<file path="src/rtl/replicator_if.sv">
// Bundles the nibble inputs and the four registered status outputs of the replicator.
// Ports: a,b,c,d  nibble bits (a = MSB); out1 parity, out2 majority, out3 serial replica, busy run flag.
// The master drives the nibble and observes outputs; the slave is the replicator side.
interface replicator_if;
    logic a;
    logic b;
    logic c;
    logic d;
    logic out1;
    logic out2;
    logic out3;
    logic busy;

    modport master (
        output a, b, c, d,
        input  out1, out2, out3, busy
    );

    modport slave (
        input  a, b, c, d,
        output out1, out2, out3, busy
    );
endinterface

</file>
<file path="src/rtl/replicator.sv">
// Purpose: registered parity/majority of a 4-bit nibble, plus a serial replay of the nibble
//          (MSB first, REPLICAS times back to back) started by any change of the nibble.
// Latency: out1/out2 one cycle after sampling; out3 bit a appears the cycle after the capture edge.
// Backpressure: none; while a run is in progress busy=1 and further changes are ignored, unless
//               REPLICATOR_RETRIGGER_EN is defined, in which case a change restarts the run.
// Ports: clk, rst_n (async active-low), bus (replicator_if.slave: a,b,c,d in; out1,out2,out3,busy out).
module replicator #(
    parameter int REPLICAS = 2
) (
    input  logic       clk,
    input  logic       rst_n,
    replicator_if.slave bus
);

`ifdef REPLICATOR_RETRIGGER_EN
    localparam bit RETRIG = 1'b1;
`else
    localparam bit RETRIG = 1'b0;
`endif

    localparam logic [3:0] REP_LAST = 4'(REPLICAS - 1);

    typedef enum logic {IDLE, SHIFT} state_t;

    state_t     state, state_n;
    logic [3:0] nib;
    logic [3:0] prev;
    logic [3:0] cap, cap_n;
    logic [1:0] bit_cnt, bit_n;
    logic [3:0] rep_cnt, rep_n;
    logic       out3_n, busy_n;
    logic       change;
    logic       last_bit;

    assign nib      = {bus.a, bus.b, bus.c, bus.d};
    assign change   = (nib != prev);
    // bit_cnt/rep_cnt name the bit currently on out3, so the run ends after this one.
    assign last_bit = (bit_cnt == 2'd3) && (rep_cnt == REP_LAST);

    // Parity, majority and the change-detect history run every cycle regardless of state.
    always_ff @(posedge clk or negedge rst_n) begin
        if (!rst_n) begin
            bus.out1 <= 1'b0;
            bus.out2 <= 1'b0;
            prev     <= 4'b0000;
        end else begin
            bus.out1 <= ^nib;
            bus.out2 <= ($countones(nib) >= 3);
            prev     <= nib;
        end
    end

    always_ff @(posedge clk or negedge rst_n) begin
        if (!rst_n) begin
            state    <= IDLE;
            cap      <= 4'b0000;
            bit_cnt  <= 2'd0;
            rep_cnt  <= 4'd0;
            bus.out3 <= 1'b0;
            bus.busy <= 1'b0;
        end else begin
            state    <= state_n;
            cap      <= cap_n;
            bit_cnt  <= bit_n;
            rep_cnt  <= rep_n;
            bus.out3 <= out3_n;
            bus.busy <= busy_n;
        end
    end

    always_comb begin
        state_n = state;
        cap_n   = cap;
        bit_n   = bit_cnt;
        rep_n   = rep_cnt;
        out3_n  = 1'b0;
        busy_n  = 1'b0;
        case (state)
            IDLE: begin
                if (change) begin
                    state_n = SHIFT;
                    cap_n   = nib;
                    bit_n   = 2'd0;
                    rep_n   = 4'd0;
                    out3_n  = nib[3];
                    busy_n  = 1'b1;
                end
            end
            SHIFT: begin
                if (RETRIG && change) begin
                    cap_n  = nib;
                    bit_n  = 2'd0;
                    rep_n  = 4'd0;
                    out3_n = nib[3];
                    busy_n = 1'b1;
                end else if (last_bit) begin
                    state_n = IDLE;
                end else begin
                    busy_n = 1'b1;
                    if (bit_cnt == 2'd3) begin
                        bit_n = 2'd0;
                        rep_n = rep_cnt + 4'd1;
                    end else begin
                        bit_n = bit_cnt + 2'd1;
                    end
                    // Bit index 3-bit_n: a first, d last.
                    out3_n = cap[~bit_n];
                end
            end
            default: state_n = IDLE;
        endcase
    end

endmodule

</file>
<file path="src/flat_wrapper.sv">
// flat-port wrapper written by rule: the top's interface ports become plain ports
module replicator_flat 
#(
    parameter int REPLICAS = 2
)
  (clk, rst_n, bus_a, bus_b, bus_c, bus_d, bus_out1, bus_out2, bus_out3, bus_busy);
  replicator_if bus_i ();
  input  logic clk;
  input  logic rst_n;
  input wire logic [$bits(bus_i.a)-1:0] bus_a;
  input wire logic [$bits(bus_i.b)-1:0] bus_b;
  input wire logic [$bits(bus_i.c)-1:0] bus_c;
  input wire logic [$bits(bus_i.d)-1:0] bus_d;
  output wire logic [$bits(bus_i.out1)-1:0] bus_out1;
  output wire logic [$bits(bus_i.out2)-1:0] bus_out2;
  output wire logic [$bits(bus_i.out3)-1:0] bus_out3;
  output wire logic [$bits(bus_i.busy)-1:0] bus_busy;
  assign bus_i.a = bus_a;
  assign bus_i.b = bus_b;
  assign bus_i.c = bus_c;
  assign bus_i.d = bus_d;
  assign bus_out1 = bus_i.out1;
  assign bus_out2 = bus_i.out2;
  assign bus_out3 = bus_i.out3;
  assign bus_busy = bus_i.busy;
  replicator #(.REPLICAS(REPLICAS)) u_core (.clk(clk), .rst_n(rst_n), .bus(bus_i));
endmodule
</file>
<file path="config.mk">
export PLATFORM = sky130hd
export DESIGN_NAME = replicator_flat
export DESIGN_NICKNAME = d
export VERILOG_FILES = /design/src/rtl/replicator_if.sv /design/src/rtl/replicator.sv /design/src/flat_wrapper.sv
export SDC_FILE = /design/constraint.sdc
export NUM_CORES = 1
export LEC_CHECK = 0
export ABC_AREA = 1
export CORE_UTILIZATION = 55
export CTS_CLUSTER_SIZE = 40
export DETAILED_ROUTE_END_ITERATION = 7
export GPL_ROUTABILITY_DRIVEN = 1
export GPL_TIMING_DRIVEN = 0
export PLACE_DENSITY = 0.8
export SLEW_MARGIN = 30
export SYNTH_ARGS = -nofsm -noshare
export SYNTH_HDL_FRONTEND = slang
export SYNTH_SLANG_ARGS = --single-unit
</file>
<file path="constraint.sdc">
create_clock -name clk -period 3.1 [get_ports clk]
set_input_delay 0.31 -clock clk [delete_from_list [all_inputs] [get_ports clk]]
set_output_delay 0.31 -clock clk [all_outputs]
set_load 0.01 [all_outputs]
</file>
Yosys cells after proc, flatten, opt, wreduce, memory -nomap -nowiden. Cells that the tools add are included.

Flip-flop bits (word level): 18. Word-level logic and storage cells: 46. Output and inout port bits: 4.

Add/sub/neg operators: 5. Mux-type cells: 18. $lt $le $gt $ge: 2. Reduce and logical (&&, ||, !) cells: 5. Bitwise operators: 2. Equality and inequality tests: 6.

Operators with widths (number): $add 32x32->32 (1); $ge 32x3->1 const B (1); $mux 4 (3); $mux 2 (5); $pmux 4 s2 (1); $mux 1 (5); $add 1x1->2 (2); $add 4x1->4 const B (1); $eq 4x1->1 const B (1); $ne 2x2->1 const B (2); $ne 4x4->1 (1); $pmux 1 s2 (2); $pmux 2 s2 (1); $reduce_and 2->1 (2); $reduce_xor 4->1 (1); $lt 2x3->1 const B (1); $reduce_and 3->1 (1); $add 2x1->2 const B (1); $bmux 1 s2 (1); $eq 2x2->1 const B (1); $ne 2x1->1 const B (1); $not 2->2 (1); $logic_and 1x1->1 (1); $not 1->1 (1).

Logic depth before layout (Yosys ltp). Gate-level depths: netlist of the first run.

Depth after elaboration: 9. Mapped depth: 9. Gate-level depth less buffers: 8.

Least setup slack after synthesis of the first run. OpenSTA, ideal clock, no wires.

Path type: input to register. From: input bus_b. To: register u_core.bus.out2. Setup slack: 1.627 ns. Stages: 4. Required time: 2.982 ns. Data arrival time: 1.355 ns. Buffers on the path: 0. Setup time: 0.118 ns. Cell sequence: ha_1 -> ha_1 -> fa_1 -> a21o_1.

Word-level cells in the longest chain between the ends: 3.

Ends and longest elaborated chain: start, declared (line flat_wrapper.sv:11) `input wire logic [$bits(bus_i.b)-1:0] bus_b;`; $add 1x1->2 (implied by the code) (line replicator.sv:48) `bus.out2 <= ($countones(nib) >= 3);`; $add 32x32->32 (implied by the code) (line replicator.sv:48); $ge 32x3->1 (line replicator.sv:48); end signal, assigned (line replicator.sv:48); end, declared (line replicator_if.sv:21) `output out1, out2, out3, busy`.

No other way between the ends. A chain may end at the register's enable or synchronous reset.

Worst setup path after layout of the first run.
From: input bus_a. To: register u_core.bus.out2.

Word-level cells in the longest chain between the ends: 3.

Ends and longest elaborated chain: start, declared (line flat_wrapper.sv:10) `input wire logic [$bits(bus_i.a)-1:0] bus_a;`; $add 1x1->2 (implied by the code) (line replicator.sv:48); $add 32x32->32 (implied by the code) (line replicator.sv:48); $ge 32x3->1 (line replicator.sv:48).

No other way between the ends.

==> results of run 1 <==
==> layout by cell type (no fill, tap or decap), drive strengths merged <==
| master | Yosys | routed |
|---|---|---|
| dfrtp | 18 | 18 |
| clkbuf | 0 | 4 |
| nor2 | 7 | 7 |
| buf | 1 | 1 |
| inv | 16 | 16 |
| o21ai | 6 | 6 |
| o211ai | 1 | 1 |
| a21oi | 3 | 3 |
| a21o | 1 | 1 |
| nand2 | 33 | 33 |
| clkdlybuf4s50 | 0 | 9 |
| a31oi | 1 | 1 |
| nand3 | 14 | 14 |
| fa | 1 | 1 |
| ha | 6 | 6 |
==> path summary, 6_finish.rpt <==
check	from	to	slack [ns]	cells past startpoint
min in group clk	u_core.cap[1]	u_core.cap[1]	0.51	2
max in group asynchronous	rst_n	u_core.rep_cnt[3]	2.15	1
worst max register to register	u_core.bit_cnt[0]	u_core.bus.out3	1.73	7
worst min register to register	u_core.cap[1]	u_core.cap[1]	0.51	2
worst min-delay path	rst_n	u_core.cap[3]	0.46	1
worst max-delay path	bus_a	u_core.bus.out2	1.37	5
==> per-stage QoR <==
stage	cell area, µm²	worst slack [ns]	power, mW	utilization (%)	cells
final	1070	1.37	0.434	69.3	137
after global routing	1070	1.31	0.460	69.3	137
after CTS	1070	1.38	0.446	69.3	137
after detailed placement	1030	1.04	0.300	67.0	133
after global placement	1030	1.07	0.298	67.0	133
after floorplan	922	1.63	0.272	-	108
==> worst max-delay path, cell delays in order <==
cell and delay, ns:
clkdlybuf4s50_1 0.55, ha_1 0.26, ha_1 0.21, fa_1 0.43, a21o_1 0.16
==> final cells by class <==
class,instances,area [µm²]
fill,130,473
tap,16,20.0
clock buffer,4,36.3
sequential,18,450
buffer,1,15.0
multi-input combinational,73,397
inverter,16,60.1
timing repair buffer,9,90.1
==> routing by layer <==
layer	global-route usage, %	vias to the layer above	routed length, µm
met5	0	-	0
met4	14.5	0	26
met3	4.68	4	52
met2	34.5	11	732
met1	23.6	334	677
li1	-	371	-
==> sequential cells by signal, indices dropped and copies added (netlist names) <==
| name | cells |
|---|---|
| u_core.rep_cnt | 4 |
| u_core.bus.out1 | 1 |
| u_core.bit_cnt | 2 |
| u_core.cap | 4 |
| u_core.bus.out2 | 1 |
| u_core.prev | 4 |
| u_core.bus.out3 | 1 |
| u_core.bus.busy | 1 |
==> kinds of logic (layout without fill, tap and decap cells) <==
family          Yosys count  count (layout)  share of synthesized area, %
compound gates           12              12                          7.19
fa+ha+maj                 7               7                          10.3
buf+inv                  17              30                          8.14
simple gates             54              54                          25.5
flops                    18              18                          48.8
==> power breakdown <==
part	internal, mW	switching [mW]	leakage, nW
Clock	0.0716	0.0690	0.0210
Sequential	0.243	0.00251	0.229
Combinational	0.0246	0.0240	0.342
Total	0.339	0.0956	0.592
==> results.json, run 1 <==
{
  "outcome": "complete, no violations",
  "grt_max_degree": 19,
  "chipHeight_um": 42.9,
  "die_width_um": 42.9,
  "finalNetCount": 135,
  "slew_headroom_pct": 48.5,
  "finalCriticalPeriod_ns": 1.73,
  "cts_post_setup_buffers_inserted": 0,
  "finalSetupViolCount": 0,
  "finalCritPeriodShare_pct": 55.9,
  "first_global_vias": 709,
  "clock.fmax_ghz": 0.577,
  "synth-seq-cells": 18,
  "vdd_drop_max_uv": 296,
  "cts_inserted_buffers": 3,
  "synthArstFlopShare_pct": 100,
  "layout-drive-gt1-share_pct": 8.26,
  "tritoncts": "built",
  "p_leak_nw": 0.592,
  "timing.setup.tns_ns": 0,
  "die_footprint_um2": 1840,
  "fin_worst_hold_slack_ns": 0.457,
  "clkLatencyLatePin_ns": 0.29,
  "yosys.cell_count.top_type": "nand2_1",
  "worst_slew_pin_slew_ns": 0.770,
  "path_clk_slew_ns": 0.10,
  "antenna_left": 0,
  "cts_resized": 0,
  "synth_largest_type_area_fraction_pct": 48.8,
  "post-dp-hpwl_um": 1120,
  "drv_slew": 0,
  "remaining_drc_errors": 0,
  "avgSynthCellArea_um2": 8.54,
  "route.final.wire_length_um": 1490,
  "synth-edff-count": 0,
  "cts_root_buffer": "clkbuf_4",
  "yosysTopAreaCell": "dfrtp_1",
  "post_dr_vias_cell": 5.26,
  "clock_sinks": 18,
  "area_growth_pct": 15.9,
  "number_of_levels_the_h_tree_was_split_into": 1,
  "drv.max_cap_violation_count": 0,
  "power.density_cell_area_nw_per_um2": 407,
  "sequential_area_share_after_synthesis_pct": 48.8,
  "grt.total_usage_pct": 20.9,
  "syn_nets": 121,
  "setup.worst_path.end_class": "register",
  "grt_pass1_wl_um": 2760,
  "synth_warnings": 0,
  "rsz0062_at_grt": "false",
  "arrival_time_at_the_worst_endpoint_ns": 1.93,
  "synthTopCellsByCount": "nand2_1, dfrtp_1, inv_1",
  "yosys_most_used_dff": "dfrtp_1",
  "dr.first_iter.drc_count": 5,
  "floorplan.core_area_um2": 1540,
  "finalClockSkew_ns": 0.0102,
  "synthTopCellsByArea": "dfrtp_1, nand2_1, ha_1",
  "drt_pre_antenna_iters": 4,
  "io_buffers": 9,
  "wire_length_per_cell_after_detailed_routing_um": 10.9,
  "cts_hold_buffers": 0,
  "routability_congestion_estimate_from_global_placement": 0.886,
  "setup.worst_path.start_class": "primary input",
  "floorplan.initialDensity_pct": 59.8,
  "critical_path_peak_fanout": 4,
  "grt_antenna_before_repair": 0,
  "hp-class": "primary input to asynchronous set/reset pin",
  "timing_worst_setup_path_type": "primary input to register",
  "routed-via-count": 720,
  "netlist_area_before_placement_um2": 922,
  "report.final.hold_viol_count": 0,
  "synthCells": 108,
  "global_route.overflow_total": 0,
  "required_ns": 3.30,
  "synth_cell_types": 17,
  "max-clock-path-buffers": 2,
  "num_antenna_cells": 0,
  "ioPinCount": 10,
  "core.rowCount": 14
}
Power figures use the tool's default switching activity.
==> run 2, diff against run 1 <==
--- a/config.mk
+++ b/config.mk
@@ -6,12 +6,12 @@
 export NUM_CORES = 1
 export LEC_CHECK = 0
 export ABC_AREA = 1
-export CORE_UTILIZATION = 55
+export CORE_UTILIZATION = 53
 export CTS_CLUSTER_SIZE = 40
 export DETAILED_ROUTE_END_ITERATION = 7
 export GPL_ROUTABILITY_DRIVEN = 1
 export GPL_TIMING_DRIVEN = 0
-export PLACE_DENSITY = 0.8
+export PLACE_DENSITY = 0.78
 export SLEW_MARGIN = 30
 export SYNTH_ARGS = -nofsm -noshare
 export SYNTH_HDL_FRONTEND = slang
==> constraint.sdc (replaced) <==
create_clock -name clk -period 1.7 [get_ports clk]
set_input_delay 0.17 -clock clk [delete_from_list [all_inputs] [get_ports clk]]
set_output_delay 0.17 -clock clk [all_outputs]
set_load 0.01 [all_outputs]
==> run 2 against run 1 <==
Clock power grew 48%. Count of clock-buffer cells in the layout fell by 1. Utilization down 1.7 points. First-iteration DRC count increased by 40%. Worst setup slack lost 1.2 ns. Total power grew 71%. Design area down 1.3%. Critical endpoint unchanged. Largest cell class unchanged.
==> results.json, run 2 (same netlist as run 1, synthesis figures left out) <==
{
  "outcome": "complete, no violations",
  "io_buffers": 9,
  "die_footprint_um2": 1910,
  "critical_path_peak_fanout": 4,
  "area_growth_pct": 14.4,
  "slew_headroom_pct": 50.0,
  "number_of_levels_the_h_tree_was_split_into": 1,
  "cts_resized": 0,
  "routed-via-count": 747,
  "routability_congestion_estimate_from_global_placement": 0.865,
  "finalCritPeriodShare_pct": 92.7,
  "remaining_drc_errors": 0,
  "drt_pre_antenna_iters": 4,
  "rsz0062_at_grt": "false",
  "drv.max_cap_violation_count": 0,
  "stdcell_area_um2": 1050,
  "core.rowCount": 14,
  "cts_post_setup_buffers_inserted": 0,
  "antenna_left": 0,
  "total_power_uw": 744,
  "max-clock-path-buffers": 2,
  "finalNetCount": 135,
  "timing.setup.tns_ns": 0,
  "finalSetupViolCount": 0,
  "setup.worst_path.start_class": "primary input",
  "required_ns": 1.90,
  "cts_hold_buffers": 0,
  "timing.rr.start": "u_core.bit_cnt[0]",
  "path_clk_slew_ns": 0.09,
  "setup.worst_path.end_class": "register",
  "ioPinCount": 10,
  "first_global_vias": 697,
  "grt_max_degree": 19,
  "postLayoutCoreUtil_pct": 67.7,
  "grt.total_usage_pct": 20.7,
  "grt.met1_usage_pct": 24.8,
  "report.final.hold_viol_count": 0,
  "chipHeight_um": 43.7,
  "route.final.wire_length_um": 1470,
  "global_route.overflow_total": 0,
  "wire_length_per_cell_after_detailed_routing_um": 10.8,
  "grt_antenna_before_repair": 0,
  "layout-drive-gt1-share_pct": 7.50,
  "worst_slew_pin_slew_ns": 0.748,
  "power.density_cell_area_nw_per_um2": 705,
  "top_regs": "u_core.cap: 4 flops, u_core.prev: 4 flops, u_core.rep_cnt: 4 flops",
  "clock_sinks": 18,
  "num_antenna_cells": 0,
  "detailed_place.area_um2": 1030,
  "cts_inserted_buffers": 3,
  "gr-max-usage-layer": "met2",
  "groute.layer.met2.usage_pct": 32.2,
  "drv_slew": 0,
  "layout_common_cells": "nand2_1, dfrtp_1, inv_1",
  "clkLatencyLatePin_ns": 0.29,
  "timing_worst_setup_path_type": "primary input to register",
  "floorplan.initialDensity_pct": 59.1,
  "timing.reg2reg.setup_slack_ns": 0.30,
  "vdd_drop_max_uv": 534,
  "post-dp-hpwl_um": 1180,
  "post_dr_vias_cell": 5.49,
  "die_width_um": 43.7,
  "clock.fmax_ghz": 0.635,
  "layoutNonFillerInstCount": 136,
  "groute.layer.met3.usage_pct": 7.50,
  "worst_setup_path_startpoint": "bus_a",
  "cts_root_buffer": "clkbuf_4",
  "arrival_time_at_the_worst_endpoint_ns": 1.77,
  "finalCriticalPeriod_ns": 1.58,
  "finalClockSkew_ns": 0.000780,
  "dr.first_iter.drc_count": 7,
  "hp-class": "primary input to asynchronous set/reset pin",
  "floorplan.core_area_um2": 1560,
  "final_common_cell": "nand2_1",
  "p_leak_nw": 0.585,
  "grt_pass1_wl_um": 2770,
  "numPlacedInstances": 133,
  "tritoncts": "built",
  "nFillCells": 137
}
[run 2: critical path, cell delays in order]
cell and delay (ns):
clkdlybuf4s50_1 0.54, ha_1 0.26, ha_1 0.21, fa_1 0.43, a21o_1 0.16
[run 2: final timing paths]
| path | end | depth (start not counted) |
|---|---|---|
| worst min register to register | u_core.cap[1] | 2 |
| worst max register to register | u_core.bus.out3 | 7 |
| max in group asynchronous | u_core.rep_cnt[3] | 1 |
| min in group clk | u_core.prev[2] | 1 |
| worst min-delay path | u_core.cap[3] | 1 |
| worst max-delay path | u_core.bus.out2 | 5 |
[run 2: stage by stage]
step           hold slack, ns  setup slack (ns)
2_1_floorplan          -0.126             0.367
3_3_place_gp            0.470            -0.189
3_5_place_dp            0.480            -0.213
4_1_cts                 0.340             0.102
5_1_grt                 0.378            0.0571
6_report                0.309             0.125
[run 2: final cells by class]
type / instances / area (µm²) / area share (%)
inverter: 16 / 60.1 / 5.69
buffer: 1 / 15.0 / 1.42
clock buffer: 3 / 22.5 / 2.14
sequential: 18 / 450 / 42.7
tap: 16 / 20.0 / 1.90
multi-input combinational: 73 / 397 / 37.6
timing repair buffer: 9 / 90.1 / 8.54
[run 2: power breakdown]
group	internal [mW]	switching, mW	total [mW]
clock	0.0827	0.126	0.208
combinational	0.0451	0.0436	0.0887
sequential	0.442	0.00448	0.447
[run 2: per-layer routing]
metal / share of wire (%) / up-vias
met1: 45 / 357
met4: 2.7 / 0
met2: 47 / 14
met3: 5.1 / 5
met5: 0 / -
li1: - / 371
